$ cat src/rtl/mem_arbiter_pkg.sv
// Shared encodings for the cache-fill arbiter: FSM states, fill owner, line alignment.
// Also records the memory read latency that the fill timing is built around.
package mem_arbiter_pkg;

    typedef enum logic [1:0] {
        IDLE  = 2'd0,
        WRITE = 2'd1,
        FILL  = 2'd2,
        DONE  = 2'd3
    } arbState_t;

    typedef enum logic {
        OWN_I = 1'b0,
        OWN_D = 1'b1
    } owner_t;

    localparam logic [15:0] LINE_MASK = 16'hFFF0;
    localparam int          MEM_LAT   = 4;

endpackage

$ cat src/rtl/fill_counter.sv
// Line-word counter: clears to 0, increments on inc, saturates at LAST (flagged by last).
// Single cycle update; inc is ignored once last is reached.
module fill_counter #(
    parameter int WORDS = 8,
    parameter int LAST  = WORDS,
    localparam int CW   = $clog2(WORDS + 1)
) (
    input  logic          clk,
    input  logic          rst,
    input  logic          clear,
    input  logic          inc,
    output logic [CW-1:0] cnt,
    output logic          last
);

    assign last = (cnt == CW'(LAST));

    always_ff @(posedge clk) begin
        if (rst || clear) begin
            cnt <= '0;
        end else if (inc && !last) begin
            cnt <= cnt + CW'(1);
        end
    end

endmodule

$ cat src/rtl/mem_arbiter.sv
// Serialises I/D line fills and D write-throughs onto one pipelined memory (dc_wr > dc_miss > ic_miss).
// Fill = WORDS + memory latency cycles from grant; requests simply wait while the FSM is busy.
module mem_arbiter
    import mem_arbiter_pkg::*;
#(
    parameter int ADDR_W = 16,
    parameter int DATA_W = 16,
    parameter int WORDS  = 8
) (
    input  logic              clk,
    input  logic              rst,
    input  logic              ic_miss,
    input  logic [ADDR_W-1:0] ic_miss_addr,
    output logic              ic_fill_valid,
    output logic [2:0]        ic_fill_word,
    output logic [DATA_W-1:0] ic_fill_data,
    output logic              ic_fill_done,
    input  logic              dc_miss,
    input  logic [ADDR_W-1:0] dc_miss_addr,
    output logic              dc_fill_valid,
    output logic [2:0]        dc_fill_word,
    output logic [DATA_W-1:0] dc_fill_data,
    output logic              dc_fill_done,
    input  logic              dc_wr_req,
    input  logic [ADDR_W-1:0] dc_wr_addr,
    input  logic [DATA_W-1:0] dc_wr_data,
    output logic              dc_wr_ack,
    output logic              mem_en,
    output logic              mem_wr,
    output logic [ADDR_W-1:0] mem_addr,
    output logic [DATA_W-1:0] mem_data_in,
    input  logic [DATA_W-1:0] mem_data_out,
    input  logic              mem_data_valid,
    output logic              busy
);

    localparam int CW             = $clog2(WORDS + 1);
    localparam int BYTES_PER_WORD = DATA_W / 8;

    arbState_t         state, stateNext;
    owner_t            owner;
    logic [ADDR_W-1:0] baseAddr, wrAddr;
    logic [DATA_W-1:0] wrData;
    logic [CW-1:0]     issueCnt, recvCnt;
    logic              issueDone, recvLast;
    logic              idle, issuing, rxFire;

    assign idle    = (state == IDLE);
    assign busy    = !idle;
    assign issuing = (state == FILL) && !issueDone;
    // Only accept a returned word if a read for it is actually outstanding.
    assign rxFire  = (state == FILL) && mem_data_valid && (issueCnt > recvCnt);

    fill_counter #(.WORDS(WORDS), .LAST(WORDS)) issueCtr (
        .clk   (clk),
        .rst   (rst),
        .clear (idle),
        .inc   (issuing),
        .cnt   (issueCnt),
        .last  (issueDone)
    );

    fill_counter #(.WORDS(WORDS), .LAST(WORDS - 1)) recvCtr (
        .clk   (clk),
        .rst   (rst),
        .clear (idle),
        .inc   (rxFire),
        .cnt   (recvCnt),
        .last  (recvLast)
    );

    always_ff @(posedge clk) begin
        if (rst) begin
            state    <= IDLE;
            owner    <= OWN_I;
            baseAddr <= '0;
            wrAddr   <= '0;
            wrData   <= '0;
        end else begin
            state <= stateNext;
            if (idle) begin
                if (dc_wr_req) begin
                    wrAddr <= dc_wr_addr;
                    wrData <= dc_wr_data;
                end else if (dc_miss) begin
                    owner    <= OWN_D;
                    baseAddr <= dc_miss_addr & LINE_MASK;
                end else if (ic_miss) begin
                    owner    <= OWN_I;
                    baseAddr <= ic_miss_addr & LINE_MASK;
                end
            end
        end
    end

    always_comb begin
        stateNext = state;
        case (state)
            IDLE: begin
                if (dc_wr_req) begin
                    stateNext = WRITE;
                end else if (dc_miss || ic_miss) begin
                    stateNext = FILL;
                end
            end
            WRITE:   stateNext = IDLE;
            FILL:    if (rxFire && recvLast) stateNext = DONE;
            DONE:    stateNext = IDLE;
            default: stateNext = IDLE;
        endcase
    end

    always_comb begin
        mem_en        = 1'b0;
        mem_wr        = 1'b0;
        mem_addr      = '0;
        mem_data_in   = '0;
        dc_wr_ack     = 1'b0;
        ic_fill_valid = 1'b0;
        ic_fill_word  = '0;
        ic_fill_data  = '0;
        ic_fill_done  = 1'b0;
        dc_fill_valid = 1'b0;
        dc_fill_word  = '0;
        dc_fill_data  = '0;
        dc_fill_done  = 1'b0;

        if (state == WRITE) begin
            mem_en      = 1'b1;
            mem_wr      = 1'b1;
            mem_addr    = wrAddr;
            mem_data_in = wrData;
            dc_wr_ack   = 1'b1;
        end

        if (issuing) begin
            mem_en   = 1'b1;
            mem_addr = baseAddr + ADDR_W'(issueCnt) * ADDR_W'(BYTES_PER_WORD);
        end

        // Returned words go straight through, unregistered, to the owning cache.
        if (rxFire) begin
            if (owner == OWN_D) begin
                dc_fill_valid = 1'b1;
                dc_fill_word  = recvCnt[2:0];
                dc_fill_data  = mem_data_out;
                dc_fill_done  = recvLast;
            end else begin
                ic_fill_valid = 1'b1;
                ic_fill_word  = recvCnt[2:0];
                ic_fill_data  = mem_data_out;
                ic_fill_done  = recvLast;
            end
        end
    end

endmodule

$ cat config.mk
export PLATFORM = sky130hd
export DESIGN_NAME = mem_arbiter
export DESIGN_NICKNAME = d
export VERILOG_FILES = /design/src/rtl/mem_arbiter_pkg.sv /design/src/rtl/fill_counter.sv /design/src/rtl/mem_arbiter.sv
export SDC_FILE = /design/constraint.sdc
export NUM_CORES = 1
export LEC_CHECK = 0
export ABC_AREA = 1
export CAP_MARGIN = 10
export CORE_ASPECT_RATIO = 0.9
export CORE_MARGIN = 4
export CORE_UTILIZATION = 29
export DETAILED_ROUTE_END_ITERATION = 12
export GPL_TIMING_DRIVEN = 0
export SYNTH_ARGS = -nofsm -noshare
export SYNTH_HDL_FRONTEND = slang
export SYNTH_HIERARCHICAL = 1
export SYNTH_SLANG_ARGS = --single-unit
$ cat constraint.sdc
create_clock -name clk -period 2.3 [get_ports clk]
set_clock_uncertainty 0.2 [all_clocks]
set_input_delay 0.575 -clock clk [delete_from_list [all_inputs] [get_ports clk]]
set_output_delay 0.575 -clock clk [all_outputs]
set_load 0.05 [all_outputs]
==> results of run 1 <==
[power by group through the flow]
stage               Sequential, mW  Combinational, mW  Clock, mW
global placement              1.11              0.768          0
finish                        1.09              0.914      0.821
global route                  1.11              0.998      0.870
floorplan                     1.10              0.482          0
detailed placement            1.11              0.775          0
CTS                           1.09              0.860      0.824
[worst min path at each step]
stage | start | end | cells past startpoint
after floorplan | wrAddr[0] | wrAddr[0] | 2
after global placement | wrData[5] | wrData[5] | 2
after detailed placement | wrData[2] | wrData[2] | 2
after CTS | wrData[2] | wrData[2] | 2
after global routing | wrData[0] | wrData[0] | 2
final | wrData[3] | wrData[3] | 2
[routing by layer]
layer / GRT usage [%] / part of all wire (%)
met1: 23.33 / 44
met2: 29.31 / 48
met3: 3.609 / 6.2
met4: 5.887 / 2.0
met5: 0 / 0
[cell type report]
class,instances,area share [%]
multi-input cells,384,38.65
well taps,152,2.973
plain buffers,26,3.481
repair buffers,185,30.55
clock inverters,2,0.2934
clock buffers,6,2.171
inverters,60,4.107
flip-flops and latches,55,17.78
[cell families after synthesis]
group	count (synthesis)	synth area share, %
flip-flops	55	33.91
XOR/XNOR	1	0.2698
adder cells (fa/ha/maj)	9	3.468
AO/OA/AOI/OAI	103	16.45
AND/OR/NAND/NOR	271	33.91
buffers and inverters	86	11.98
[stage by stage]
| step | TNS, ns | util [%] | setup slack [ns] | hold slack [ns] | cell area [sq um] |
|---|---|---|---|---|---|
| after floorplan | -0.2093 | - | -0.1113 | 0.2298 | 3729 |
| after global placement | -60.75 | 50.18 | -1.060 | 0.2426 | 5470 |
| after detailed placement | -61.70 | 50.18 | -1.060 | 0.2471 | 5470 |
| after CTS | -12.15 | 56.34 | -0.3288 | 0.2582 | 6141 |
| after global routing | -17.80 | 58.69 | -0.3650 | 0.2941 | 6397 |
| final | -13.41 | 58.69 | -0.2851 | 0.2551 | 6397 |
[critical path, cell delays in order (launching register included)]
cell     delay [ns]
dfxtp_4        0.37
inv_4          0.04
ha_4           0.26
nand2_2        0.04
nand2_1        0.05
nand2_1        0.06
nand2_2        0.12
nand2_8        0.11
buf_16         0.17
nor3_4         0.12
buf_6          0.18
[state kept, by name, summed over array words and instances (netlist names)]
register	flops
baseAddr	12
owner	1
recvCtr/cnt	4
wrAddr	16
wrData	16
state	2
issueCtr/cnt	4
[cell usage in the layout (no fill, tap or decap), drive strengths merged, types with 2 or more instances in the layout]
master	instances
nand4	4
a21oi	39
inv	60
a22o	4
o21ai	58
buf	122
nand3	15
dlygate4sd2	2
nor3	4
nor2	115
ha	9
nand2	133
clkdlybuf4s50	76
dfxtp	55
clkbuf	16
[timing repair]
| item | in CTS | in global routing |
|---|---|---|
| setup endpoints to repair | 78 | 71 |
| pin swaps | 27 | 26 |
| gates resized for setup | 592 | 62 |
| gates cloned | 2 | 1 |
| buffers inserted | 22 | 7 |
| endpoints found under the hold margin | 0 | 0 |
==> flow_metrics.tcl, run 1 <==
set metrics [dict create \
    outcome "finished, violations left" \
    violations "setup timing" \
    layoutNonFillerInstCount 870 \
    hold_class "register to register" \
    cts_hold_buf 0 \
    power_mw 2.829 \
    start_util_pct 29.79 \
    final.setup.worst_slack_ns -0.2851 \
    fillers 1006 \
    grt_pass1_vias 3914 \
    grt_pass1_wl_mm 18.86 \
    drive_gt1_share_pct 37.47 \
    dr.first_iter.drc_count 158 \
    reg2reg_depth 12 \
    finalNetCount 812 \
    leakage_nw 2.625 \
    cp-start-kind "register" \
    antenna_found_initial 0 \
    rsz0062_at_grt "true" \
    tritoncts "built" \
    worstMarginPinSlew_ns 0.5163 \
    crit_type "register to output pin" \
    ys_seq_elements 55 \
    avgSynthCellArea_sq_um 6.185 \
    antenna_cells 0 \
    fin_crit_ns 2.585 \
    yosys-top-cells-count "nand2_1, nor2_1, inv_1" \
    numCtsBuffers 5 \
    via_per_inst 4.544 \
    crit_required_ns 1.52 \
    die_h_um 108.4 \
    cts.sinks 55 \
    yosys.cell_count.top_type "nand2_1" \
    synth_area_sq_um 3247 \
    synth_edf_count 0 \
    internal_power_mw 1.861 \
    max-vdd-ir-drop_mv 0.2948 \
    ant_nets 0 \
    dieArea_sq_um 12960 \
    synth_top_area_share_pct 33.91 \
    ff_latch_area_sq_um 1137 \
    dr.pass1.iters 4 \
    max_cap_viol_count 0 \
    timing_hold_violations_final 0 \
    die_w_um 119.5 \
    cp-startpoint "recvCtr/cnt[1]" \
    coreArea_sq_um 10900 \
    rrSetupSlack_ns 0.22 \
    final_max_slew_viol_count 0 \
    routedWlPerCell_um 13.95 \
    io_pins 164 \
    rows 36 \
    r2r-end "issueCtr/cnt[2]" \
    synth-async-reset-ratio_pct 0 \
    cp.arrival_ns 1.81 \
    max_freq_mhz 386.8 \
    r2r-start "issueCtr/cnt[0]" \
    gr-total-overflow 0 \
    netlist_instances 525 \
    slew_headroom_pct 65.58 \
    seqPwrFrac_pct 38.7 \
    crit_end "ic_fill_word[1]" \
    synth-main-ff-cell "dfxtp_1" \
    grt_usage_pct 17.76 \
    pwr-share-comb_pct 32.3 \
    synth_nets 620 \
    seq_area_frac_synth_pct 33.91 \
    port_buffers 155 \
    p_per_area_nw_per_um2 442.3 \
    cts_buffer_depth 2 \
    place_inst 832 \
    setup_viol 58 \
    critPathCaptureType "output pin" \
    finalWirelength_mm 12.14 \
    p_switching_mw 0.9681 \
    p_clk_share_pct 29.0 \
    gp_congestion 0.8602 \
    ys.warnings.count 6 \
    htreeDepth 2 \
    finalCritPeriodShare_pct 112.4 \
    post-synth-top-area-cell "dfxtp_1" \
    dp_hpwl_mm 8.577 \
    grt_start_max_net_pins 19 \
    syn_to_final_growth_pct 97.03 \
    yosys-top-cells-area "dfxtp_1, nand2_1, nor2_1, o21ai_0, inv_1" \
    ys_types 26 \
    clk_pin_slew_ns 0.07 \
    switching_share_pct 34.21 \
    clock_latency_ns 0.30 \
    cp_max_fo 6 \
    route.detailed.drc 0 \
    route.vias.total 3953 \
    cts-root-buf "clkbuf_16" \
    multi_input_area_sq_um 2472 \
]
No activity file was read; power rests on OpenSTA's default activity.
==> run 2, diff against run 1 <==
- CORE_MARGIN: 4 -> unset
- TNS_END_PERCENT: unset -> 1
==> run 2 against run 1 <==
  * The run still ends with setup timing left
  * Combinational power shrank 12%
  * Design area shrank 9.2%
  * First-iteration DRC count shrank 42%
==> flow_metrics.tcl, run 2 (synthesized netlist as in run 1, its figures left out) <==
set metrics [dict create \
    route.detailed.drc 0 \
    path_delay_family "simple AND/OR/NAND/NOR gates" \
    clk_pin_slew_ns 0.07 \
    hold_class "register to register" \
    coreArea_sq_um 10860 \
    crit_slowest_cell "dfxtp_4" \
    critPathBufInv 3 \
    cts.sinks 55 \
    final_cell_mix "nand2_1, clkdlybuf4s50_1, buf_6" \
    outcome "finished, violations left" \
    r2r-start "recvCtr/cnt[2]" \
    cts-root-buf "clkbuf_16" \
    grt_pass1_vias 3654 \
    die_w_um 113.5 \
    worstHoldEndpoint "wrData[4]" \
    finalWirelength_mm 10.89 \
    max_cap_viol_count 0 \
    tritoncts "built" \
    dr.first_iter.drc_count 91 \
    reg.largest.list "wrAddr (16), wrData (16), baseAddr (12)" \
    multi_input_area_sq_um 2112 \
    setup_viol 59 \
    utilization_pct 53.52 \
    rrSetupSlack_ns 0.34 \
    antenna_cells 0 \
    finalCritPeriodShare_pct 111.6 \
    clock_latency_ns 0.30 \
    start_util_pct 29.91 \
    grt_pass1_wl_mm 17.31 \
    cp-startpoint "recvCtr/cnt[2]" \
    routedWlPerCell_um 12.68 \
    critPathCaptureType "output pin" \
    cp.arrival_ns 1.79 \
    max-vdd-ir-drop_mv 0.2694 \
    dr.pass1.iters 4 \
    crit_type "register to output pin" \
    r2r-end "recvCtr/cnt[2]" \
    final_common_cell "nand2_1" \
    slew_headroom_pct 63.05 \
    rows 36 \
    rsz0062_at_grt "true" \
    ant_nets 0 \
    min_from "wrData[4]" \
    cts_buffer_depth 2 \
    final_max_slew_viol_count 0 \
    slowest_delay_ns 0.37 \
    route.vias.total 3869 \
    whs_ns 0.2649 \
    dieArea_sq_um 11620 \
    p_per_area_nw_per_um2 464.0 \
    crit_chain "inv_4, ha_4, nand2_4, nor2_4, nor2_4, nand2_8, buf_6, nor3_4, buf_6" \
    cp-start-kind "register" \
    place_inst 832 \
    numCtsBuffers 5 \
    antenna_found_initial 0 \
    via_per_inst 4.504 \
    drive_gt1_share_pct 31.82 \
    holdPathStages 2 \
    max_freq_mhz 389.6 \
    port_buffers 155 \
    worstMarginPinSlew_ns 0.5542 \
    dp_hpwl_mm 8.150 \
    ff_latch_area_sq_um 1129 \
    timing_hold_violations_final 0 \
    finalNetCount 801 \
    fin_crit_ns 2.566 \
    reg2reg_depth 11 \
    gr-total-overflow 0 \
    die_h_um 102.4 \
    fillers 1075 \
    htreeDepth 2 \
    cp_max_fo 7 \
    grt_usage_pct 18.63 \
    crit_required_ns 1.52 \
    gp_congestion 0.8028 \
    syn_to_final_growth_pct 78.92 \
    cts_hold_buf 0 \
    violations "setup timing" \
    layoutNonFillerInstCount 859 \
    io_pins 164 \
    leakage_nw 2.419 \
    final.setup.worst_slack_ns -0.2665 \
    grt_start_max_net_pins 19 \
    crit_cells 9 \
]
## run 2: cell types whose count changed in the layout (fill, tap and decap cells not counted), moves of 4 or more
cell	change
buf_8	-15
buf_12	-5
nor2_2	+32
nor2_1	+4
buf_2	-4
buf_6	+15
nor2_4	-36
buf_4	-4
nand2_1	+13
nand2_2	-7
nand2_4	-6
o21ai_4	-4
## run 2: worst max-delay path by stage
stage                     slack [ns]         endpoint
final                          -0.27  ic_fill_word[2]
after global routing           -0.36  ic_fill_word[2]
after CTS                      -0.30  ic_fill_word[1]
after detailed placement       -1.07  ic_fill_word[1]
after global placement         -1.07  ic_fill_word[1]
after floorplan                -0.22      mem_addr[1]
## run 2: what timing repair did
action                                  CTS  global route
endpoints found under the setup margin   78            77
gates cloned                              2             0
pin swaps                                12             8
setup buffers                            14             3
gates resized for setup                 591            23
hold endpoints to repair                  0             0
## run 2: final cells by class
cell class                 instances  share of cell area [%]
multi-input combinational        384                   36.36
timing repair buffer             174                   30.89
sequential                        55                   19.43
inverter                          60                   4.092
tap                              152                   3.274
buffer                            26                   3.252
clock buffer                       6                   2.391
clock inverter                     2                  0.3231
## run 2: worst min-delay path: stages, from the launching register on
cell and delay [ns]:
dfxtp_1 0.30, inv_1 0.06, a21oi_1 0.06
## run 2: per-layer routing
| metal | wire length, um | global-route usage, % | share of wire [%] |
|---|---|---|---|
| met3 | 981 | 6.228 | 9.0 |
| met5 | 0 | 0 | 0 |
| met2 | 4924 | 31.94 | 45 |
| met1 | 4907 | 23.06 | 45 |
| met4 | 81 | 3.138 | 0.74 |
## run 2: power by group
group | internal (mW) | total (mW) | switching (mW) | leakage, nW
Sequential | 1.03 | 1.09 | 0.0547 | 0.460
Clock | 0.442 | 0.799 | 0.358 | 0.0750
Combinational | 0.338 | 0.808 | 0.469 | 1.88
## run 2: through the flow
stage          TNS, ns  cell area (sq um)  setup slack [ns]  power (mW)
6_report        -12.13               5809           -0.2665       2.695
5_1_grt         -16.72               5809           -0.3604       2.831
4_1_cts         -13.08               5704           -0.3000       2.709
3_5_place_dp    -63.82               5115            -1.066       1.852
3_3_place_gp    -62.99               5115            -1.070       1.843
2_1_floorplan   -7.805               3373           -0.2185       1.546
==> run 3, diff against run 2 <==
- ABC_AREA: 1 -> unset
==> run 3 against run 2 <==
  * The flow finishes with violations (DRC, setup timing)
  * Wire length fell by 5.2%
  * First-iteration DRC count grew 11%
  * Global-route usage fell by 0.46 points
  * Non-clock buffer count decreased by 10
  * Count of clock-buffer cells in the layout stayed put
  * Cell count is 20% lower
  * Critical endpoint is now dc_fill_data[6]
  * Largest cell class unchanged
  * Largest power group unchanged
==> flow_metrics.tcl, run 3 <==
set metrics [dict create \
    highest_layer "met4" \
    route.detailed.drc 17 \
    crit_required_ns 1.52 \
    synth_top_area_share_pct 34.98 \
    finalCritPeriodShare_pct 126.2 \
    grt_pass1_wl_mm 16.28 \
    final_cell_mix "clkdlybuf4s50_1, nand2_1, dfxtp_1" \
    placed_area_sq_um 4945 \
    tns_ns -28.61 \
    setup_viol 63 \
    critPathCaptureType "output pin" \
    coreArea_sq_um 10380 \
    wl_met1_mm 4.538 \
    p_per_area_nw_per_um2 444.4 \
    clk_pin_slew_ns 0.06 \
    die_w_um 111.8 \
    cts.sinks 55 \
    numCtsBuffers 5 \
    wl_met2_mm 5.092 \
    grt_pass1_vias 3183 \
    fin_crit_ns 2.903 \
    routedWlPerCell_um 14.97 \
    power_mw 2.456 \
    cp_max_fo 6 \
    outcome "finished, violations left" \
    start_util_pct 30.33 \
    min_from "wrData[4]" \
    leakage_nw 2.299 \
    whs_ns 0.2506 \
    syn_to_final_growth_pct 75.56 \
    post-synth-top-area-cell "dfxtp_1" \
    synth-async-reset-ratio_pct 0 \
    ys_types 42 \
    yosys.cell_count.top_type "nand2_1" \
    yosys-top-cells-area "dfxtp_1, and2_1, nand2_1, a21oi_1, a22o_1" \
    timing_hold_violations_final 0 \
    rsz0062_at_grt "true" \
    p_switching_mw 0.6675 \
    htreeDepth 2 \
    dr.pass1.iters 8 \
    dr.first_iter.drc_count 101 \
    cts-root-buf "clkbuf_16" \
    yosys-mux-area-fraction_pct 3.816 \
    crit_chain "ha_4, nor2b_4, o211ai_4, a2111oi_4, buf_4, buf_6, and2_2, buf_6" \
    seqPwrFrac_pct 43.1 \
    via_per_inst 4.746 \
    switching_share_pct 27.18 \
    antenna_found_initial 0 \
    drive_gt1_share_pct 34.76 \
    tritoncts "built" \
    reg.largest.list "wrAddr (16), wrData (16), baseAddr (12)" \
    hold_class "register to register" \
    path_delay_family "buffers and inverters" \
    final.setup.worst_slack_ns -0.6034 \
    critPathBufInv 3 \
    cp-startpoint "issueCtr/cnt[1]" \
    finalWirelength_mm 10.33 \
    port_buffers 154 \
    internal_power_mw 1.789 \
    synth_top_family_by_area "simple AND/OR/NAND/NOR gates" \
    p_clk_share_pct 33.5 \
    ys.warnings.count 6 \
    cp.arrival_ns 2.13 \
    grt_usage_pct 18.17 \
    synthSimpleGateAreaFrac_pct 29.37 \
    avgSynthCellArea_sq_um 8.072 \
    crit_type "register to output pin" \
    slowest_delay_ns 0.38 \
    synth-compound-area-share_pct 18.64 \
    r2r-start "issueCtr/cnt[1]" \
    seq_area_frac_synth_pct 34.98 \
    synth-main-ff-cell "dfxtp_1" \
    fillers 974 \
    final_max_slew_viol_count 0 \
    netlist_instances 390 \
    max-vdd-ir-drop_mv 0.3448 \
    cp-start-kind "register" \
    ant_nets 0 \
    violations "DRC, setup timing" \
    synth_xor_area_share_pct 3.060 \
    gr-total-overflow 0 \
    max_freq_mhz 344.4 \
    route.vias.total 3275 \
    clock_latency_ns 0.28 \
    crit_slowest_cell "dfxtp_4" \
    synthAdderAreaFrac_pct 3.577 \
    final_common_cell "clkdlybuf4s50_1" \
    dieArea_sq_um 11280 \
    gp_congestion 0.7613 \
    ys_seq_elements 55 \
    rows 35 \
    dp_hpwl_mm 7.504 \
    io_pins 164 \
    die_h_um 100.8 \
    dr_wl_met3_um 680 \
    utilization_pct 53.25 \
    finalNetCount 656 \
    grt_start_max_net_pins 16 \
    max_cap_viol_count 0 \
    worstMarginPinSlew_ns 0.6816 \
    final_cell_area_sq_um 5527 \
    antenna_cells 0 \
    crit_path_frequent_cell "buf_6" \
    yosys-top-cells-count "nand2_1, and2_1, dfxtp_1" \
    synth_area_sq_um 3148 \
    synth_nets 485 \
    pwr-share-comb_pct 23.4 \
    slew_headroom_pct 54.29 \
    synth_edf_count 0 \
    cts_buffer_depth 2 \
]
## run 3: cell types whose count changed in the layout (fill, tap and decap cells not counted), moves of 20 or more
cell	change
nor2_2	-40
buf_6	-31
and2_4	+31
inv_1	-39
buf_8	+29
and2_1	+20
nor2_1	-41
nand2_1	-52
o21ai_0	-46
## run 3: final timing paths
| kind | to | slack [ns] | cells past startpoint |
|---|---|---|---|
| hold reg to reg | wrData[4] | 0.25 | 2 |
| hold / removal | wrData[4] | 0.25 | 2 |
| setup reg to reg | recvCtr/cnt[3] | -0.43 | 9 |
| setup / recovery | dc_fill_data[6] | -0.60 | 8 |
## run 3: worst min-delay path: cells and delay by family (launching register included)
kind	cells	cell delay, ns
flops	1	0.30
compound gates	1	0.05
simple gates	1	0.05
## run 3: timing repair
item / in CTS / in global routing
gates cloned: 3 / 1
setup endpoints to repair: 83 / 94
pin swaps: 35 / 15
setup buffers: 4 / 2
hold buffers: 0 / 0
gates resized for setup: 590 / 30
## run 3: per-layer routing
layer / up-vias / global-route usage [%]
met5: - / 0
met4: 0 / 2.807
met3: 2 / 3.548
met2: 121 / 33.44
met1: 1505 / 22.30
li1: 1647 / -
## run 3: power by group through the flow
stage / sequential, mW / clock [mW] / combinational (mW)
after global routing: 1.07 / 0.896 / 0.622
after floorplan: 1.07 / 0 / 0.306
after CTS: 1.06 / 0.850 / 0.574
after global placement: 1.08 / 0 / 0.550
after detailed placement: 1.08 / 0 / 0.554
final: 1.06 / 0.824 / 0.574
## run 3: per-stage QoR
stage	cells	worst slack [ns]
2_1_floorplan	390	-0.2544
3_3_place_gp	673	-1.120
3_5_place_dp	673	-1.134
4_1_cts	687	-0.6649
5_1_grt	690	-0.6946
6_report	690	-0.6034
## run 3: final cells by class
| class | instances | area (sq um) | share of cell area, % |
|---|---|---|---|
| Buffer | 26 | 185.2 | 3.351 |
| Clock buffer | 6 | 128.9 | 2.332 |
| Clock inverter | 1 | 30.03 | 0.5434 |
| Inverter | 16 | 65.06 | 1.177 |
| Multi-Input combinational cell | 293 | 2051 | 37.11 |
| Sequential cell | 55 | 1126 | 20.38 |
| Tap cell | 129 | 161.4 | 2.921 |
| Timing Repair Buffer | 164 | 1779 | 32.19 |
## run 3: kinds of logic (layout without fill, tap and decap cells)
group                      after synthesis  count (layout)
AOI/OAI and AO/OA                       80              80
xor gates and xnor gates                11              11
adders and majority gates                9               9
buffers and inverters                   42             213
DFF                                     55              55
muxes                                   12              12
and+or+nand+nor                        181             181
